## src/rtl/note_lookup_arbiter_pkg.sv

```systemverilog
// Shared definitions for the note lookup arbiter and its round-robin helper.
package note_lookup_arbiter_pkg;

  // Default widths and the note code that means silence
  localparam int unsigned NOTE_W_DEF    = 6;
  localparam int unsigned PHASE_W_DEF   = 32;
  localparam int unsigned REST_NOTE_DEF = 0;

  // Per-channel vibrato offset width and the lookup wait counter width (latency 0..7)
  localparam int unsigned ADJ_W = 16;
  localparam int unsigned CNT_W = 3;

  // Lookup sequencer states
  typedef enum logic [1:0] {
    ST_IDLE   = 2'd0,
    ST_LOOKUP = 2'd1,
    ST_WRITE  = 2'd2
  } state_t;

  // Low bit index of element idx in a flattened bus of w-bit elements
  function automatic int unsigned slice_lo(input int unsigned idx, input int unsigned w);
    return idx * w;
  endfunction

endpackage

```

## src/rtl/note_lookup_arbiter_rr_arbiter.sv

```systemverilog
// Round-robin search: first set request at or after the pointer, wrapping modulo N.
module note_lookup_arbiter_rr_arbiter #(
  parameter int unsigned N = 4,
  localparam int unsigned IDX_W = $clog2(N)
) (
  input  logic [N-1:0]     req,
  input  logic [IDX_W-1:0] ptr,
  output logic [IDX_W-1:0] grant_idx_c,
  output logic             any_c
);

  int unsigned cand;

  // Walk the channels starting at the pointer; the first requester found wins
  always_comb begin
    grant_idx_c = '0;
    any_c       = 1'b0;
    cand        = 0;
    for (int unsigned k = 0; k < N; k++) begin
      cand = (32'(ptr) + k) % N;
      if (!any_c && req[IDX_W'(cand)]) begin
        any_c       = 1'b1;
        grant_idx_c = IDX_W'(cand);
      end
    end
  end

endmodule

```

## src/rtl/note_lookup_arbiter.sv

```systemverilog
// Shares one note_table between NUM_CH channel sequencers: round-robin grant,
// lookup with configurable table latency, per-channel held phase delta and ack.
// Optional vibrato offset on the looked-up phase: NOTE_LOOKUP_VIBRATO_EN.
module note_lookup_arbiter
  import note_lookup_arbiter_pkg::*;
#(
  parameter int unsigned NUM_CH      = 4,
  parameter int unsigned NOTE_W      = NOTE_W_DEF,
  parameter int unsigned PHASE_W     = PHASE_W_DEF,
  parameter int unsigned LUT_LATENCY = 0,
  parameter int unsigned REST_NOTE   = REST_NOTE_DEF
) (
  input  logic                        i_clk,
  input  logic                        i_rst,
  input  logic [NUM_CH-1:0]           i_req,
  input  logic [NUM_CH*NOTE_W-1:0]    i_note,
  input  logic [NUM_CH*ADJ_W-1:0]     i_adjust,
  output logic [NOTE_W-1:0]           o_lut_note,
  input  logic [PHASE_W-1:0]          i_lut_phase,
  output logic [NUM_CH-1:0]           o_ack,
  output logic [NUM_CH*PHASE_W-1:0]   o_phase_delta,
  output logic                        o_busy
);

  localparam int unsigned CH_W = $clog2(NUM_CH);

  state_t              state;
  logic [CH_W-1:0]     ptr;
  logic [CH_W-1:0]     ch_q;
  logic [NOTE_W-1:0]   note_q;
  logic [CNT_W-1:0]    cnt;
  logic                busy_q;

  logic [CH_W-1:0]     grant_idx_c;
  logic                any_c;
  logic [NOTE_W-1:0]   note_sel_c;
  logic [PHASE_W-1:0]  result_c;

  // Round-robin choice among the current requesters
  note_lookup_arbiter_rr_arbiter #(
    .N (NUM_CH)
  ) u_rr (
    .req         (i_req),
    .ptr         (ptr),
    .grant_idx_c (grant_idx_c),
    .any_c       (any_c)
  );

  // Note code of the channel the arbiter would grant this cycle
  always_comb begin
    note_sel_c = '0;
    for (int unsigned k = 0; k < NUM_CH; k++) begin
      if (CH_W'(k) == grant_idx_c) note_sel_c = i_note[slice_lo(k, NOTE_W) +: NOTE_W];
    end
  end

`ifdef NOTE_LOOKUP_VIBRATO_EN
  logic [ADJ_W-1:0] adj_q;
  logic [ADJ_W-1:0] adj_sel_c;
  logic [ADJ_W-1:0] adj_eff_c;

  // Vibrato offset of the channel the arbiter would grant this cycle
  always_comb begin
    adj_sel_c = '0;
    for (int unsigned k = 0; k < NUM_CH; k++) begin
      if (CH_W'(k) == grant_idx_c) adj_sel_c = i_adjust[slice_lo(k, ADJ_W) +: ADJ_W];
    end
  end

  // A rest keeps the table's rest value; otherwise add the sign-extended offset
  always_comb begin
    adj_eff_c = (note_q == NOTE_W'(REST_NOTE)) ? '0 : adj_q;
    result_c  = i_lut_phase + PHASE_W'($signed(adj_eff_c));
  end

  // Offset is captured at grant so later requester changes do not leak in
  always_ff @(posedge i_clk or posedge i_rst) begin
    if (i_rst) begin
      adj_q <= '0;
    end else if (state == ST_IDLE && any_c) begin
      adj_q <= adj_sel_c;
    end
  end
`else
  logic unused_c;

  // Without vibrato the table result passes straight through
  always_comb begin
    result_c = i_lut_phase;
  end

  assign unused_c = ^{i_adjust, (note_q == NOTE_W'(REST_NOTE))};
`endif

  // Lookup sequencer; the output slice itself holds the captured result so it
  // updates in the same cycle the ack is visible
  always_ff @(posedge i_clk or posedge i_rst) begin
    if (i_rst) begin
      state         <= ST_IDLE;
      ptr           <= '0;
      ch_q          <= '0;
      note_q        <= '0;
      cnt           <= '0;
      busy_q        <= 1'b0;
      o_ack         <= '0;
      o_phase_delta <= '0;
    end else begin
      o_ack <= '0;
      case (state)
        ST_IDLE: begin
          if (any_c) begin
            ch_q   <= grant_idx_c;
            note_q <= note_sel_c;
            cnt    <= '0;
            busy_q <= 1'b1;
            state  <= ST_LOOKUP;
          end
        end
        ST_LOOKUP: begin
          if (cnt == CNT_W'(LUT_LATENCY)) begin
            for (int unsigned k = 0; k < NUM_CH; k++) begin
              if (CH_W'(k) == ch_q) o_phase_delta[slice_lo(k, PHASE_W) +: PHASE_W] <= result_c;
            end
            o_ack[ch_q] <= 1'b1;
            state       <= ST_WRITE;
          end else begin
            cnt <= cnt + CNT_W'(1);
          end
        end
        ST_WRITE: begin
          ptr    <= (ch_q == CH_W'(NUM_CH - 1)) ? '0 : ch_q + CH_W'(1);
          busy_q <= 1'b0;
          state  <= ST_IDLE;
        end
        default: begin
          busy_q <= 1'b0;
          state  <= ST_IDLE;
        end
      endcase
    end
  end

  assign o_lut_note = note_q;
  assign o_busy     = busy_q;

endmodule
```

## config.mk

```make
export PLATFORM = sky130hd
export DESIGN_NAME = note_lookup_arbiter
export DESIGN_NICKNAME = d
export VERILOG_FILES = /design/src/rtl/note_lookup_arbiter_pkg.sv /design/src/rtl/note_lookup_arbiter_rr_arbiter.sv /design/src/rtl/note_lookup_arbiter.sv
export SDC_FILE = /design/constraint.sdc
export NUM_CORES = 1
export LEC_CHECK = 0
export ABC_AREA = 1
export CAP_MARGIN = 40
export CORE_UTILIZATION = 38
export CTS_CLUSTER_DIAMETER = 150
export DETAILED_ROUTE_END_ITERATION = 12
export PLACE_DENSITY = 0.77
export SYNTH_ARGS = -nofsm -noshare
export SYNTH_HDL_FRONTEND = slang
export SYNTH_SLANG_ARGS = --single-unit
```

## constraint.sdc

```tcl
create_clock -name i_clk -period 4.6 [get_ports i_clk]
set_input_delay 0.92 -clock i_clk [delete_from_list [all_inputs] [get_ports i_clk]]
set_output_delay 0.92 -clock i_clk [all_outputs]
set_load 0.005 [all_outputs]
```

Word level (Yosys, flattened, before mapping):

Cells that the tools add are included.

* register bits after elaboration: 148
* output and inout bits: 139
* input bits: 126

* mux-type cells: 33
* bitwise operators: 1
* reductions and logical operators: 20
* equality and inequality tests: 12
* add/subtract/negate cells: 5
* order comparisons: 6

Operators with widths (count)
* $mux 6: 4
* $lt 2x3->1 const B: 5
* $reduce_and 3->1: 5
* $mux 2: 7
* $mux 1: 10
* $bmux 1 s2: 4
* $eq 2x2->1 const A: 4
* $mux 4: 2
* $logic_not 2->1: 3
* $mux 3: 2
* $ne 2x2->1 const B: 3
* $pmux 3 s2: 1
* $reduce_and 2->1: 3
* $add 2x1->2 const B: 2
* $add 2x2->2 const B: 2
* $eq 1x2->1 const A: 2
* $eq 2x2->1 const B: 2
* $logic_and 1x1->1: 4
* $pmux 2 s2: 1
* $add 3x1->3 const B: 1
* $logic_not 1->1: 3
* $logic_not 3->1: 1
* $demux 1 s2: 1
* $eq 2x1->1 const B: 1
* other kinds (4): 4

Longest topological paths before layout:

Gate-level depths: netlist (run 1).

* depth after elaboration: 17
* depth in mapped cells: 15

Cells and area by module:

Synthesis (run 1) repeated with hierarchy kept, for this count alone.

* cell total of the unflattened synthesis: 739
* area total of the unflattened synthesis: 6212.2 um^2

Modules (own cells, without submodules)
* note_lookup_arbiter: cells an instance 680, sequential area each 3703.6 um^2, times used 1, area each 5893.2 um^2
* note_lookup_arbiter_rr_arbiter: cells an instance 59, sequential area each 0.0 um^2, times used 1, area each 319.1 um^2

Worst setup path after synthesis (run 1):

No wires, ideal clock.

* path type: input port to flip-flop
* start: input port i_req[0]
* end: register note_q[1] (netlist: o_lut_note[1])
* setup slack: 2546 ps
* cell stages on the path: 13
* arrival: 1937 ps
* data required time: 4483 ps
* path through: inv_1 -> nand2_1 -> nand3_2 -> nand2_2 -> nor2_4 -> nand3_1 -> nand2_2 -> nand2_4 -> buf_6 -> nand3_1 -> nand3_1 -> nor2_1 -> nor2_1

* longest elaborated chain between the ends: 17
* elaborated cells between the ends (all ways): 31
* those cells by class: eq/ne: 3; mux: 20; reduce/logical: 8

RTL lines
* from (decl): RTL line note_lookup_arbiter.sv:15 `input logic [NUM_CH-1:0] i_req,`
* $bmux 1 s2: RTL line note_lookup_arbiter_rr_arbiter.sv:21 `if (!any_c && req[IDX_W'(cand)]) begin`
* $mux 1 (not written as such): RTL line note_lookup_arbiter_rr_arbiter.sv:21
* $mux 1: RTL line note_lookup_arbiter_rr_arbiter.sv:21
* $logic_not 1->1: RTL line note_lookup_arbiter_rr_arbiter.sv:21
* $logic_and 1x1->1: RTL line note_lookup_arbiter_rr_arbiter.sv:21
* $mux 1: RTL line note_lookup_arbiter_rr_arbiter.sv:21
* $logic_not 1->1: RTL line note_lookup_arbiter_rr_arbiter.sv:21
* $logic_and 1x1->1: RTL line note_lookup_arbiter_rr_arbiter.sv:21
* $mux 1: RTL line note_lookup_arbiter_rr_arbiter.sv:21
* $logic_not 1->1: RTL line note_lookup_arbiter_rr_arbiter.sv:21
* $logic_and 1x1->1: RTL line note_lookup_arbiter_rr_arbiter.sv:21
* $mux 2: RTL line note_lookup_arbiter_rr_arbiter.sv:21
* $logic_not 2->1: RTL line note_lookup_arbiter.sv:53 `if (CH_W'(k) == grant_idx_c) note_sel_c = i_note[slice_lo(k, NOTE_W) +: NOTE_W];`
* $mux 6 (4 in series): RTL line note_lookup_arbiter.sv:53
* to (signal assigned): RTL line note_lookup_arbiter.sv:113 `note_q <= note_sel_c;`
* to (decl): RTL line note_lookup_arbiter.sv:30 `logic [NOTE_W-1:0] note_q;`

Parallel ways exist; a longest one is shown, timed or not. The select of a mux whose other input is x is not followed.
A chain may end at the register's enable or synchronous reset.

Worst setup path after layout (run 1):

* start: input port i_req[3]
* end: register note_q[2] (netlist: o_lut_note[2])

Same word-level chain as after synthesis.

==> flow_summary_export.csv, run 1 <==
group,metric,value,unit
status,status,"finished, final reports clean",
place,portBuffers,200,
synthesis,synth_area_leaders,"dfrtp_1 (61%), mux2_2 (24%), nand2_1 (3.9%)",
route,wire_per_inst,16.4,um
synthesis,yosys.area.top_type,"dfrtp_1",
place,place.gp.congestion,0.831,
synthesis,synthesis.nets,598,
sta,slew_headroom,47.3,%
power,power,6.69,mW
hold_path,min_path_type,"flop to flop",
sta,max_freq,0.377,GHz
global_routing,track_usage,18.7,%
cts,cts_tree,"yes",
cts,clkLatencyLatePin,0.41,ns
setup_path,worstPathArrival,2.96,ns
synthesis,synth_cell_types,24,
cts,cts-root-buf,"clkbuf_16",
cts,cts_buffers,17,
job,max-cap-violations,0,
cells_and_area,final_nets,806,
power,total_leakage_power,3.88,nW
setup_path,critical_path_required,4.90,ns
sta,rsz0062_at_grt,"false",
route,wl,14.7,mm
power,ir_drop,333,uV
synthesis,ys_seq_elements,148,
die,initial_core_util,39.5,%
global_routing,grt_start_max_net_pins,149,
sta,clock_skew,0.00747,ns
die,fp.dieArea,16500,sq um
place,place_area,8340,sq um
cts,cts_setup_buffers,0,
cts,clk_path_buf_depth,2,
sta,setup_viol,0,
global_routing,grt_pass1_wl,23.4,mm
global_routing,grt_pass1_vias,4495,
cts,clkTransAtPathRegs,0.06,ns
synthesis,ys.flop_type,"dfrtp_1",
sta,fin_setup_tns,0,ns
sta,whs,0.479,ns
synthesis,synth_common_cells,"dfrtp_1 (148), mux2_2 (128), nand2_1 (63)",
die,die_x,129,um
place,place_hpwl,9.99,mm
synthesis,avgSynthCellArea,13.1,sq um
cts,clock_sinks,148,
setup_path,critPathMaxFanout,12,
synthesis,syn_area,6090,sq um
route,ant_nets,0,
synthesis,yosysWarnings,0,
route,routed-via-count,4259,
synthesis,synth_edf_count,0,
route,drcViolationCount,0,
route,viasPerCell,4.75,
route,drt-pass1-iter-count,4,
route,drtIter0Drc,160,
sta,post-route-min-period,2.66,ns
cts,holdBufCountCts,0,
synthesis,syn_inst,466,
global_routing,antenna_found_initial,0,
die,core_area,15400,sq um
sta,tightest_slew,0.791,ns
die,fp.dieH,129,um
cts,h-tree-depth,4,
cells_and_area,diodes,0,
sta,drv_slew,0,
setup_path,crit_type,"input pin to flop",
sta,hold_viol_final,0,
die,boundaryPins,265,
setup_path,crit_path_end_kind,"flop",
setup_path,critPathLaunchType,"input pin",
synthesis,yosysMostFrequentCell,"dfrtp_1",
cells_and_area,final_area,8920,sq um
synthesis,seq_area_frac_synth,60.8,%
global_routing,grt.overflow.total,0,
cells_and_area,fin_util,57.8,%
synthesis,async_reset_ff_share,100,%
die,rows,45,
synthesis,yosysTopAreaCellShare,60.8,%
cells_and_area,drive_gt1_share,26.7,%
power,power_density,750,nW/um^2
cts,ctsResizeCount,0,
sta,finalCritPeriodShare,57.7,%
cells_and_area,syn2layout_area_growth,46.4,%
power breakdown:
part | total [mW] | switching (mW) | internal (mW)
clock network | 1.38 | 0.512 | 0.865
logic | 3.00 | 1.18 | 1.82
registers | 2.31 | 0.364 | 1.94
final cells by class:
| type | count | area, sq um |
|---|---|---|
| clock buffer | 23 | 458 |
| clock inverter | 8 | 126 |
| fill | 1282 | 6510 |
| inverter | 31 | 120 |
| multi-input combinational | 271 | 2200 |
| sequential | 148 | 3700 |
| tap | 211 | 264 |
| timing repair buffer | 205 | 2050 |
cell families after synthesis:
logic type | share of synthesized area, %
AO/OA/AOI/OAI | 2.01
adder cells (fa/ha/maj) | 1.23
buffers and inverters | 3.47
flip-flops | 60.8
multiplexers | 23.7
AND/OR/NAND/NOR | 8.81
stage by stage:
step	std cells	setup WS (ns)
detailed placement	866	1.55
finish	897	1.94
floorplan	466	1.82
global route	897	1.75
global placement	866	1.62
CTS	897	1.98
critical path, stage by stage:
cell and delay (ns):
clkdlybuf4s50_1 0.42, inv_1 0.10, nand2_2 0.08, nand3_2 0.11, nand2_2 0.09, nor2_4 0.12
nand2_1 0.06, o21ai_1 0.11, inv_1 0.05, nand2_1 0.33, inv_1 0.25, o21ai_0 0.13
inv_1 0.06, nand2_1 0.06, nand2_1 0.05
state kept, by name, indices dropped and copies added (netlist names):
| signal | count |
|---|---|
| ch_q | 2 |
| cnt | 3 |
| o_ack | 4 |
| o_busy | 1 |
| o_lut_note | 6 |
| o_phase_delta | 128 |
| ptr | 2 |
| state | 2 |
placed cells by master, fill, tap and decap left out, drive strengths merged, types with 5 or more instances in the layout:
master           n
buf              5
clkbuf          23
nand2           73
clkdlybuf4s50  200
inv             30
dfrtp          148
ha               6
nor2            16
nand3           24
o21ai           15
mux2           128
routing by layer:
metal | vias up | part of all wire [%] | global-route usage [%]
met3 | 23 | 4.7 | 3.83
met5 | - | 0 | 0
met2 | 147 | 50 | 31.5
li1 | 1982 | - | -
met1 | 2107 | 44 | 23.2
met4 | 0 | 1.5 | 8.17
final timing paths:
kind | end | from | slack, ns | cells after the start
min in group asynchronous | o_phase_delta[66] | i_rst | 1.06 | 3
max | o_lut_note[2] | i_req[3] | 1.94 | 15
min reg2reg | o_busy | o_busy | 0.48 | 2
min | o_busy | o_busy | 0.48 | 2
max reg2reg | o_lut_note[2] | ptr[0] | 2.22 | 14
max in group asynchronous | o_phase_delta[83] | i_rst | 2.96 | 3
Power figures use the tool's default switching activity.
==> inputs of run 2 (changes only) <==
- clock period: 4.6 -> 2.4 ns (I/O delays scaled with it)
==> flow_summary_export.csv, run 2 (synthesized netlist as in run 1, its figures left out) <==
group,metric,value,unit
status,status,"finished, final reports clean",
sta,max_freq,0.480,GHz
cells_and_area,final_area,9000,sq um
cells_and_area,largest_reg_flops,128,
cts,clk_path_buf_depth,2,
cts,ctsResizeCount,0,
cts,cts_tree,"yes",
place,place_ws,0.0957,ns
cts,clkTransAtPathRegs,0.06,ns
place,place_hpwl,10.1,mm
sta,setup_viol,0,
die,boundaryPins,265,
global_routing,antenna_found_initial,0,
sta,clock_skew,0.00744,ns
place,portBuffers,200,
route,routed-via-count,4304,
cells_and_area,multi_input_area,2200,sq um
setup_path,critical_path_required,2.75,ns
sta,post-route-min-period,2.08,ns
die,fp.dieH,129,um
route,viasPerCell,4.76,
cts,clock_sinks,148,
power,ir_drop,762,uV
route,wl,14.6,mm
cts,cts_buffers,17,
global_routing,grt_pass1_wl,23.2,mm
cells_and_area,final_nets,813,
cells_and_area,layout_commonest_cell,"clkdlybuf4s50_1",
cells_and_area,final_cell_mix,"clkdlybuf4s50_1 (200), dfrtp_1 (148), mux2_2 (128), nand2_1 (63), inv_1 (26)",
sta,tightest_slew,0.614,ns
cells_and_area,regArea,3700,sq um
global_routing,track_usage,18.4,%
cells_and_area,fill_cells,1276,
setup_path,worstPathArrival,2.43,ns
power,power_density,1440,nW/um^2
job,max-cap-violations,0,
setup_path,critPathLaunchType,"flop",
sta,fin_ws,0.317,ns
place,place.gp.congestion,0.785,
place,place_area,8390,sq um
cells_and_area,syn2layout_area_growth,47.7,%
die,fp.dieArea,16500,sq um
route,drt-pass1-iter-count,6,
sta,rsz0062_at_grt,"false",
sta,finalCritPeriodShare,86.8,%
die,initial_core_util,39.5,%
global_routing,grt_start_max_net_pins,100,
die,core_area,15400,sq um
cells_and_area,drive_gt1_share,27.8,%
route,drtIter0Drc,164,
sta,hold_viol_final,0,
sta,fin_setup_tns,0,ns
setup_path,critPathMaxFanout,15,
cells_and_area,regMostFlops,"o_phase_delta",
cells_and_area,diodes,0,
die,die_x,129,um
power,total_leakage_power,3.94,nW
global_routing,grt_pass1_vias,4502,
sta,drv_slew,0,
die,rows,45,
route,ant_nets,0,
route,drcViolationCount,0,
cells_and_area,fin_util,58.3,%
route,wire_per_inst,16.1,um
cts,clkLatencyLatePin,0.41,ns
cts,cts_setup_buffers,0,
setup_path,crit_type,"flop to flop",
power,power,12.9,mW
setup_path,crit_path_end_kind,"flop",
hold_path,min_path_type,"flop to flop",
cts,h-tree-depth,4,
cts,holdBufCountCts,0,
sta,slew_headroom,59.0,%
global_routing,grt.overflow.total,0,
cts,cts-root-buf,"clkbuf_16",
[run 2: cell types whose count changed in the layout (fill, tap and decap cells not counted), sizes merged]
| cell | previous run | this run |
|---|---|---|
| buf | 5 | 12 |
| clkinv | 2 | 5 |
| clkinvlp | 4 | 1 |
[run 2: final cells by class]
cell class	count	area share [%]
inverter	31	1.33
timing repair buffer	212	23.4
sequential	148	41.2
tap	211	2.93
clock buffer	23	5.42
clock inverter	8	1.36
multi-input combinational	271	24.4
[run 2: metrics by stage]
| stage | hold WS [ns] | cells |
|---|---|---|
| after floorplan | 0.472 | 466 |
| after global placement | 0.467 | 873 |
| after detailed placement | 0.481 | 873 |
| after CTS | 0.497 | 904 |
| after global routing | 0.506 | 904 |
| final | 0.493 | 904 |
[run 2: final timing paths]
| check | start | to | slack (ns) | cells after the start |
|---|---|---|---|---|
| worst min-delay path | o_lut_note[3] | o_lut_note[3] | 0.49 | 2 |
| max in group asynchronous | i_rst | o_phase_delta[85] | 1.33 | 3 |
| min in group asynchronous | i_rst | o_phase_delta[98] | 0.54 | 3 |
| worst max register to register | ptr[0] | o_lut_note[1] | 0.32 | 14 |
| worst max-delay path | ptr[0] | o_lut_note[1] | 0.32 | 14 |
| worst min register to register | o_lut_note[3] | o_lut_note[3] | 0.49 | 2 |
[run 2: routing by layer]
layer	GRT usage, %	part of all wire [%]	vias up
met2	31.4	51	140
met3	4.86	5.5	15
met4	5.81	1.2	0
met5	0	0	-
met1	22.7	42	2146
li1	-	-	2003
[run 2: power breakdown]
part / internal (mW) / switching (mW)
clock: 1.74 / 0.978
combinational: 3.55 / 2.25
sequential: 3.73 / 0.689
total: 9.01 / 3.92
[run 2: critical path, cell delays in order, from the launching register on]
cell     delay (ns)
dfrtp_1        0.58
inv_2          0.16
nand2_1        0.10
nand2_1        0.09
nand2_1        0.09
nand2_1        0.09
nor2_1         0.11
nor2_1         0.06
nand2_2        0.12
nand2_4        0.11
nor2_2         0.20
nand2_1        0.08
nand3_1        0.09
nor2_1         0.05
nor2_1         0.08
